File: src/rtl/syn_wm8731_cfg_seq.sv
// syn_wm8731_cfg_seq - WM8731 codec init sequencer.
//
// Walks a fixed WM8731 register table and programs a downstream I2C master
// over its local-bus slave port for each entry: device address, data word,
// trigger. It then polls STATUS until the transfer completes. A NACK retries
// the entry up to P_MAX_RETRY times before the run aborts.
//
// Ports:
//   clk_ir, rst_ir      clock, async active-high reset
//   cfg_start_ir        start pulse (ignored while busy)
//   cfg_busy_or         run in progress
//   cfg_done_or         sticky, last run completed
//   cfg_err_or          sticky, last run aborted on NACK
//   cfg_idx_or          current / last table index
//   i2cm_*              local-bus master: addr, wr/rd strobes, write data,
//                       wr/rd valid acks, read data
//
// State | meaning
// ------+---------------------------------------------------------------
// IDLE  | waiting for cfg_start_ir
// PRE_RD| read STATUS; a transfer may still be running from before reset
// PRE_GP| wait P_POLL_GAP cycles, then re-read STATUS
// WR_CDV| write CLK_DIV (once per run)
// WR_DEV| write device address
// WR_DAT| write table[idx]
// WR_TRG| write STATUS (starts the transfer, clears NACK)
// GAP   | wait P_POLL_GAP cycles so the master has left its idle state
// RD_ST | read STATUS: busy / ok / NACK
// NEXT  | advance idx or finish
// FIN   | run completed, drop busy, set done
// ABORT | retries exhausted, drop busy, set err
module syn_wm8731_cfg_seq #(
  parameter logic [7:0]  P_DEV_ADDR  = 8'h34,
  parameter logic [7:0]  P_CLK_DIV   = 8'hFF,
  parameter int unsigned P_POLL_GAP  = 4,
  parameter int unsigned P_MAX_RETRY = 3,
  parameter logic [7:0]  P_STAT_REG  = 8'h00,
  parameter logic [7:0]  P_ADDR_REG  = 8'h01,
  parameter logic [7:0]  P_DATA_REG  = 8'h02,
  parameter logic [7:0]  P_CDIV_REG  = 8'h03
) (
  input  logic        clk_ir,
  input  logic        rst_ir,
  input  logic        cfg_start_ir,
  output logic        cfg_busy_or,
  output logic        cfg_done_or,
  output logic        cfg_err_or,
  output logic [3:0]  cfg_idx_or,
  output logic [7:0]  i2cm_addr_or,
  output logic        i2cm_wr_en_or,
  output logic [15:0] i2cm_wr_data_or,
  output logic        i2cm_rd_en_or,
  input  logic        i2cm_wr_valid_ir,
  input  logic        i2cm_rd_valid_ir,
  input  logic [15:0] i2cm_rd_data_ir
);

  typedef enum logic [3:0] {
    S_IDLE, S_PRE_RD, S_PRE_GAP, S_WR_CDIV, S_WR_DEV, S_WR_DATA,
    S_WR_TRIG, S_GAP, S_RD_STAT, S_NEXT, S_FIN, S_ABORT
  } state_t;

  localparam logic [3:0] GAP_LAST  = 4'(P_POLL_GAP - 1);
  localparam logic [1:0] RETRY_MAX = 2'(P_MAX_RETRY);

  state_t      state_q, state_d;
  logic        pend_q, pend_d;     // strobe issued, waiting for its valid
  logic [3:0]  idx_q, idx_d;
  logic [1:0]  retry_q, retry_d;
  logic [3:0]  gap_q, gap_d;
  logic        busy_q, busy_d;
  logic        done_q, done_d;
  logic        err_q, err_d;

  logic        wr_state;
  state_t      wr_next;
  logic        gap_state;
  state_t      gap_next;

  // Data word = {reg[6:0], val[8:0]}
  function automatic logic [15:0] tbl(input logic [3:0] i);
    case (i)
      4'd0:    tbl = {7'd15, 9'h000};
      4'd1:    tbl = {7'd6,  9'h010};
      4'd2:    tbl = {7'd0,  9'h017};
      4'd3:    tbl = {7'd1,  9'h017};
      4'd4:    tbl = {7'd4,  9'h012};
      4'd5:    tbl = {7'd5,  9'h000};
      4'd6:    tbl = {7'd7,  9'h042};
      4'd7:    tbl = {7'd8,  9'h000};
      4'd8:    tbl = {7'd9,  9'h001};
      default: tbl = 16'h0000;
    endcase
  endfunction

  always_ff @(posedge clk_ir or posedge rst_ir) begin
    if (rst_ir) begin
      state_q <= S_IDLE;
      pend_q  <= 1'b0;
      idx_q   <= '0;
      retry_q <= '0;
      gap_q   <= '0;
      busy_q  <= 1'b0;
      done_q  <= 1'b0;
      err_q   <= 1'b0;
    end else begin
      state_q <= state_d;
      pend_q  <= pend_d;
      idx_q   <= idx_d;
      retry_q <= retry_d;
      gap_q   <= gap_d;
      busy_q  <= busy_d;
      done_q  <= done_d;
      err_q   <= err_d;
    end
  end

  always_comb begin
    state_d         = state_q;
    pend_d          = pend_q;
    idx_d           = idx_q;
    retry_d         = retry_q;
    gap_d           = '0;
    busy_d          = busy_q;
    done_d          = done_q;
    err_d           = err_q;
    i2cm_addr_or    = '0;
    i2cm_wr_data_or = '0;
    i2cm_wr_en_or   = 1'b0;
    i2cm_rd_en_or   = 1'b0;
    wr_state        = 1'b0;
    wr_next         = S_IDLE;
    gap_state       = 1'b0;
    gap_next        = S_IDLE;

    case (state_q)
      S_IDLE: begin
        if (cfg_start_ir) begin
          done_d  = 1'b0;
          err_d   = 1'b0;
          idx_d   = '0;
          retry_d = '0;
          busy_d  = 1'b1;
          pend_d  = 1'b0;
          state_d = S_PRE_RD;
        end
      end
      S_PRE_RD, S_RD_STAT: begin
        i2cm_addr_or  = P_STAT_REG;
        i2cm_rd_en_or = ~pend_q;
        if (!pend_q) begin
          pend_d = 1'b1;
        end else if (i2cm_rd_valid_ir) begin
          pend_d = 1'b0;
          if (state_q == S_PRE_RD) begin
            state_d = i2cm_rd_data_ir[0] ? S_PRE_GAP : S_WR_CDIV;
          end else if (i2cm_rd_data_ir[0]) begin
            state_d = S_GAP;
          end else if (!i2cm_rd_data_ir[1]) begin
            state_d = S_NEXT;
          end else if (retry_q < RETRY_MAX) begin
            retry_d = retry_q + 2'd1;
            state_d = S_WR_DEV;
          end else begin
            state_d = S_ABORT;
          end
        end
      end
      S_PRE_GAP: begin
        gap_state = 1'b1;
        gap_next  = S_PRE_RD;
      end
      S_WR_CDIV: begin
        wr_state        = 1'b1;
        wr_next         = S_WR_DEV;
        i2cm_addr_or    = P_CDIV_REG;
        i2cm_wr_data_or = {8'h00, P_CLK_DIV};
      end
      S_WR_DEV: begin
        wr_state        = 1'b1;
        wr_next         = S_WR_DATA;
        i2cm_addr_or    = P_ADDR_REG;
        i2cm_wr_data_or = {8'h00, P_DEV_ADDR};
      end
      S_WR_DATA: begin
        wr_state        = 1'b1;
        wr_next         = S_WR_TRIG;
        i2cm_addr_or    = P_DATA_REG;
        i2cm_wr_data_or = tbl(idx_q);
      end
      S_WR_TRIG: begin
        wr_state        = 1'b1;
        wr_next         = S_GAP;
        i2cm_addr_or    = P_STAT_REG;
        i2cm_wr_data_or = 16'h0000;
      end
      S_GAP: begin
        gap_state = 1'b1;
        gap_next  = S_RD_STAT;
      end
      S_NEXT: begin
        retry_d = '0;
        if (idx_q == 4'd8) begin
          state_d = S_FIN;
        end else begin
          idx_d   = idx_q + 4'd1;
          state_d = S_WR_DEV;
        end
      end
      S_FIN: begin
        busy_d  = 1'b0;
        done_d  = 1'b1;
        state_d = S_IDLE;
      end
      S_ABORT: begin
        busy_d  = 1'b0;
        err_d   = 1'b1;
        state_d = S_IDLE;
      end
      default: state_d = S_IDLE;
    endcase

    // Shared write handshake: strobe once, hold addr/data until wr_valid.
    if (wr_state) begin
      i2cm_wr_en_or = ~pend_q;
      if (!pend_q) begin
        pend_d = 1'b1;
      end else if (i2cm_wr_valid_ir) begin
        pend_d  = 1'b0;
        state_d = wr_next;
      end
    end

    // Shared wait counter; saturates rather than wrapping.
    if (gap_state) begin
      if (gap_q >= GAP_LAST) begin
        state_d = gap_next;
      end else begin
        gap_d = (gap_q == 4'hF) ? gap_q : gap_q + 4'd1;
      end
    end
  end

  assign cfg_busy_or = busy_q;
  assign cfg_done_or = done_q;
  assign cfg_err_or  = err_q;
  assign cfg_idx_or  = idx_q;

endmodule

File: config.mk
export PLATFORM = sky130hd
export DESIGN_NAME = syn_wm8731_cfg_seq
export DESIGN_NICKNAME = d
export VERILOG_FILES = /design/src/rtl/syn_wm8731_cfg_seq.sv
export SDC_FILE = /design/constraint.sdc
export NUM_CORES = 1
export LEC_CHECK = 0
export CAP_MARGIN = 20
export CORE_MARGIN = 4
export CORE_UTILIZATION = 48
export CTS_CLUSTER_DIAMETER = 60
export DETAILED_ROUTE_END_ITERATION = 8
export GPL_TIMING_DRIVEN = 0
export HOLD_SLACK_MARGIN = 0.06
export PLACE_DENSITY = 0.81
export SYNTH_ARGS = -nofsm -noshare
export SYNTH_HDL_FRONTEND = slang
export SYNTH_SLANG_ARGS = --single-unit
export TNS_END_PERCENT = 1
File: constraint.sdc
create_clock -name clk_ir -period 3.1 [get_ports clk_ir]
set_clock_uncertainty 0.1 [all_clocks]
set_input_delay 0.62 -clock clk_ir [delete_from_list [all_inputs] [get_ports clk_ir]]
set_output_delay 0.62 -clock clk_ir [all_outputs]
set_load 0.02 [all_outputs]
==> results.yml <==
status:
  status: "finished clean"
sta:
  worst-slew-pin-transition_ps: 711
  setup_viol: 0
  fmax_ghz: 0.335
  fin_crit_ps: 2990
  fin_crit_sh_pct: 96.4
  slew_violations: 0
  slew_headroom_pct: 52.6
  rsz0062_at_grt: "yes"
  hold_violations: 0
  fin_tns_setup_ps: 0
floorplanning:
  dieArea_um2: 4020
  core_area_um2: 2850
  row_count: 19
  die_w_um: 63.4
  initial_core_util_pct: 51.6
  io_pins: 54
  die_h_um: 63.4
clock_tree:
  post-cts-setup-buffer-count: 0
  numCtsBuffers: 3
  clockBufferDepth: 2
  clock_sinks: 18
  clk_latency_ps: 310
  clk_pin_slew_ps: 110
  cts_root_buf: "clkbuf_4"
  cts_tree: "done"
  cts_max_level: 1
layout:
  multi_input_comb_area_um2: 885
  fin_area_um2: 1910
  finalNetCount: 250
  layout_commonest_cell: "clkdlybuf4s50_1"
  syn2layout_area_growth_pct: 29.6
  layout-drive-gt1-share_pct: 15.8
  num_antenna_cells: 0
  nFillCells: 260
  final_cell_mix: "clkdlybuf4s50_1 (25), dfrtp_1 (18), nand2_1 (16)"
  ff_latch_area_um2: 450
routing:
  vias: 1418
  viasPerCell: 5.60
  first_pass_iters: 5
  drc: 0
  detail_route.wl_per_cell_um: 14.1
  drt_iter0_drc: 89
  final_antenna_net_count: 0
  finalWirelength_um: 3580
grt:
  grt_max_degree: 19
  antenna_found_initial: 0
  first_global_vias: 1323
  grt.total_usage_pct: 18.5
  grt_overflow: 0
  grt_first_pass_wirelength_um: 6070
min_path:
  min-delay-start: "gap_q[0]"
  min_path_cells: 1
  hold_path.class: "reg2reg"
logic_synthesis:
  synth-main-ff-cell: "dfrtp_1"
  yosysTopAreaCellShare_pct: 30.6
  ys_seq_area_share_pct: 30.6
  syn-cell-area_um2: 1470
  ys_types: 52
  async_reset_ff_share_pct: 100
  synth_largest_area_cell: "dfrtp_1"
  synthCells: 178
  yosys_register_bits: 18
  yosysWarnings: 0
  syn_area_per_cell_um2: 8.27
  synth_edf_count: 0
  synth_area_leaders: "dfrtp_1 (31%), buf_4 (6.6%), ha_1 (5.1%), o21ai_0 (4.1%), nand2_1 (4.1%)"
pwr:
  swShare_pct: 47.1
  p_int_mw: 0.847
  pwr_density_cell_nw_per_um2: 839
  p_seq_share_pct: 19.9
  p_comb_share_pct: 70.7
  leakagePower_nw: 0.908
  power_switching_mw: 0.754
  clkPwrFrac_pct: 9.4
  vdd_ir_drop_max_mv: 0.432
worst_setup_path:
  r2r-start: "cfg_idx_or[0]"
  crit_required_ps: 2380
  r2r_cells: 6
  setup.worst_path.start_class: "register"
  arrival_ps: 2270
  cp-startpoint: "state_q[3]"
  cp_max_fo: 10
  cp-end-kind: "output port"
  crit_type: "reg2out"
place:
  place_area_um2: 1840
  gp_congestion: 0.886
  io_buffers: 29
  hpwl_um: 2810
job:
  drv_cap: 0
flip-flops by register name (all words and copies together), names as in the netlist:
name / cells
pend_q: 1
gap_q: 4
retry_q: 2
state_q: 4
cfg_busy_or: 1
cfg_idx_or: 4
cfg_err_or: 1
cfg_done_or: 1
metal layers:
metal,track usage (%),vias to the layer above,part of all wire [%]
li1,-,689,-
met5,0,-,0
met4,4.04,0,0.92
met2,33.5,48,50
met3,2.66,4,5.6
met1,23.1,677,43
timing repair:
| action | 4_1_cts | 5_1_grt |
|---|---|---|
| resized for setup | 4 | 6 |
| endpoints found under the setup margin | 6 | 9 |
| hold buffers | 0 | 0 |
| gates cloned | 0 | 0 |
cell families (layout without fill, tap and decap cells):
| logic type | Yosys count | count (layout) | synth area share (%) |
|---|---|---|---|
| other | 1 | 12 | 0.255 |
| XOR/XNOR | 4 | 4 | 2.38 |
| flip-flops | 18 | 18 | 30.6 |
| buffers and inverters | 36 | 69 | 13.6 |
| AND/OR/NAND/NOR | 64 | 64 | 25.1 |
| AO/OA/AOI/OAI | 46 | 46 | 20.9 |
| multiplexers | 3 | 3 | 2.12 |
| adder cells (fa/ha/maj) | 6 | 6 | 5.10 |
layout make-up:
cell class | instances | area share, %
inverters | 14 | 2.75
flip-flops and latches | 18 | 23.6
repair buffers | 29 | 15.3
multi-input cells | 135 | 46.4
plain buffers | 22 | 8.00
clock buffers | 4 | 1.90
well taps | 31 | 2.03
critical path, stage by stage, from the launching register on:
cell and delay (ps):
dfrtp_1 380, buf_4 170, buf_2 190, nand4bb_4 260, o32ai_1 290, clkdlybuf4s50_1 650
Yosys cell counts, drive strengths merged (2+ instances only):
library cell   n
and2           3
nor2b          4
a21o           2
a31oi          3
inv           14
o21a           2
a21oi         11
nand3          3
nand2         16
or3            4
dfrtp         18
nor2          13
nor3           6
nand4          3
nand2b         2
nor4b          2
xor2           3
a22oi          3
buf           21
ha             6
o21ai         12
mux2i          2
power groups by stage:
| stage | registers, mW | clock network (mW) | logic (mW) |
|---|---|---|---|
| after floorplan | 0.326 | 0 | 0.749 |
| after global placement | 0.320 | 0 | 1.08 |
| after detailed placement | 0.323 | 0 | 1.10 |
| after CTS | 0.318 | 0.152 | 1.11 |
| after global routing | 0.326 | 0.165 | 1.23 |
| final | 0.319 | 0.151 | 1.13 |
per-stage QoR:
stage / instances / power [mW] / worst slack (ps) / hold WS (ps) / utilization (%)
after detailed placement: 249 / 1.43 / 153 / 333 / 64.6
after global placement: 249 / 1.40 / 231 / 315 / 64.6
final: 253 / 1.60 / 113 / 346 / 66.9
after global routing: 253 / 1.72 / -24.4 / 363 / 66.9
after floorplan: 189 / 1.07 / 780 / 306 / -
after CTS: 253 / 1.58 / 14.8 / 347 / 66.1
worst paths after layout:
path,end,slack (ps)
max in group asynchronous,gap_q[3],1830
max reg2reg,cfg_idx_or[3],1120
min in group asynchronous,state_q[1],610
max,i2cm_wr_data_or[2],110
min reg2reg,gap_q[0],350
min,gap_q[0],350
Power figures use the tool's default switching activity.
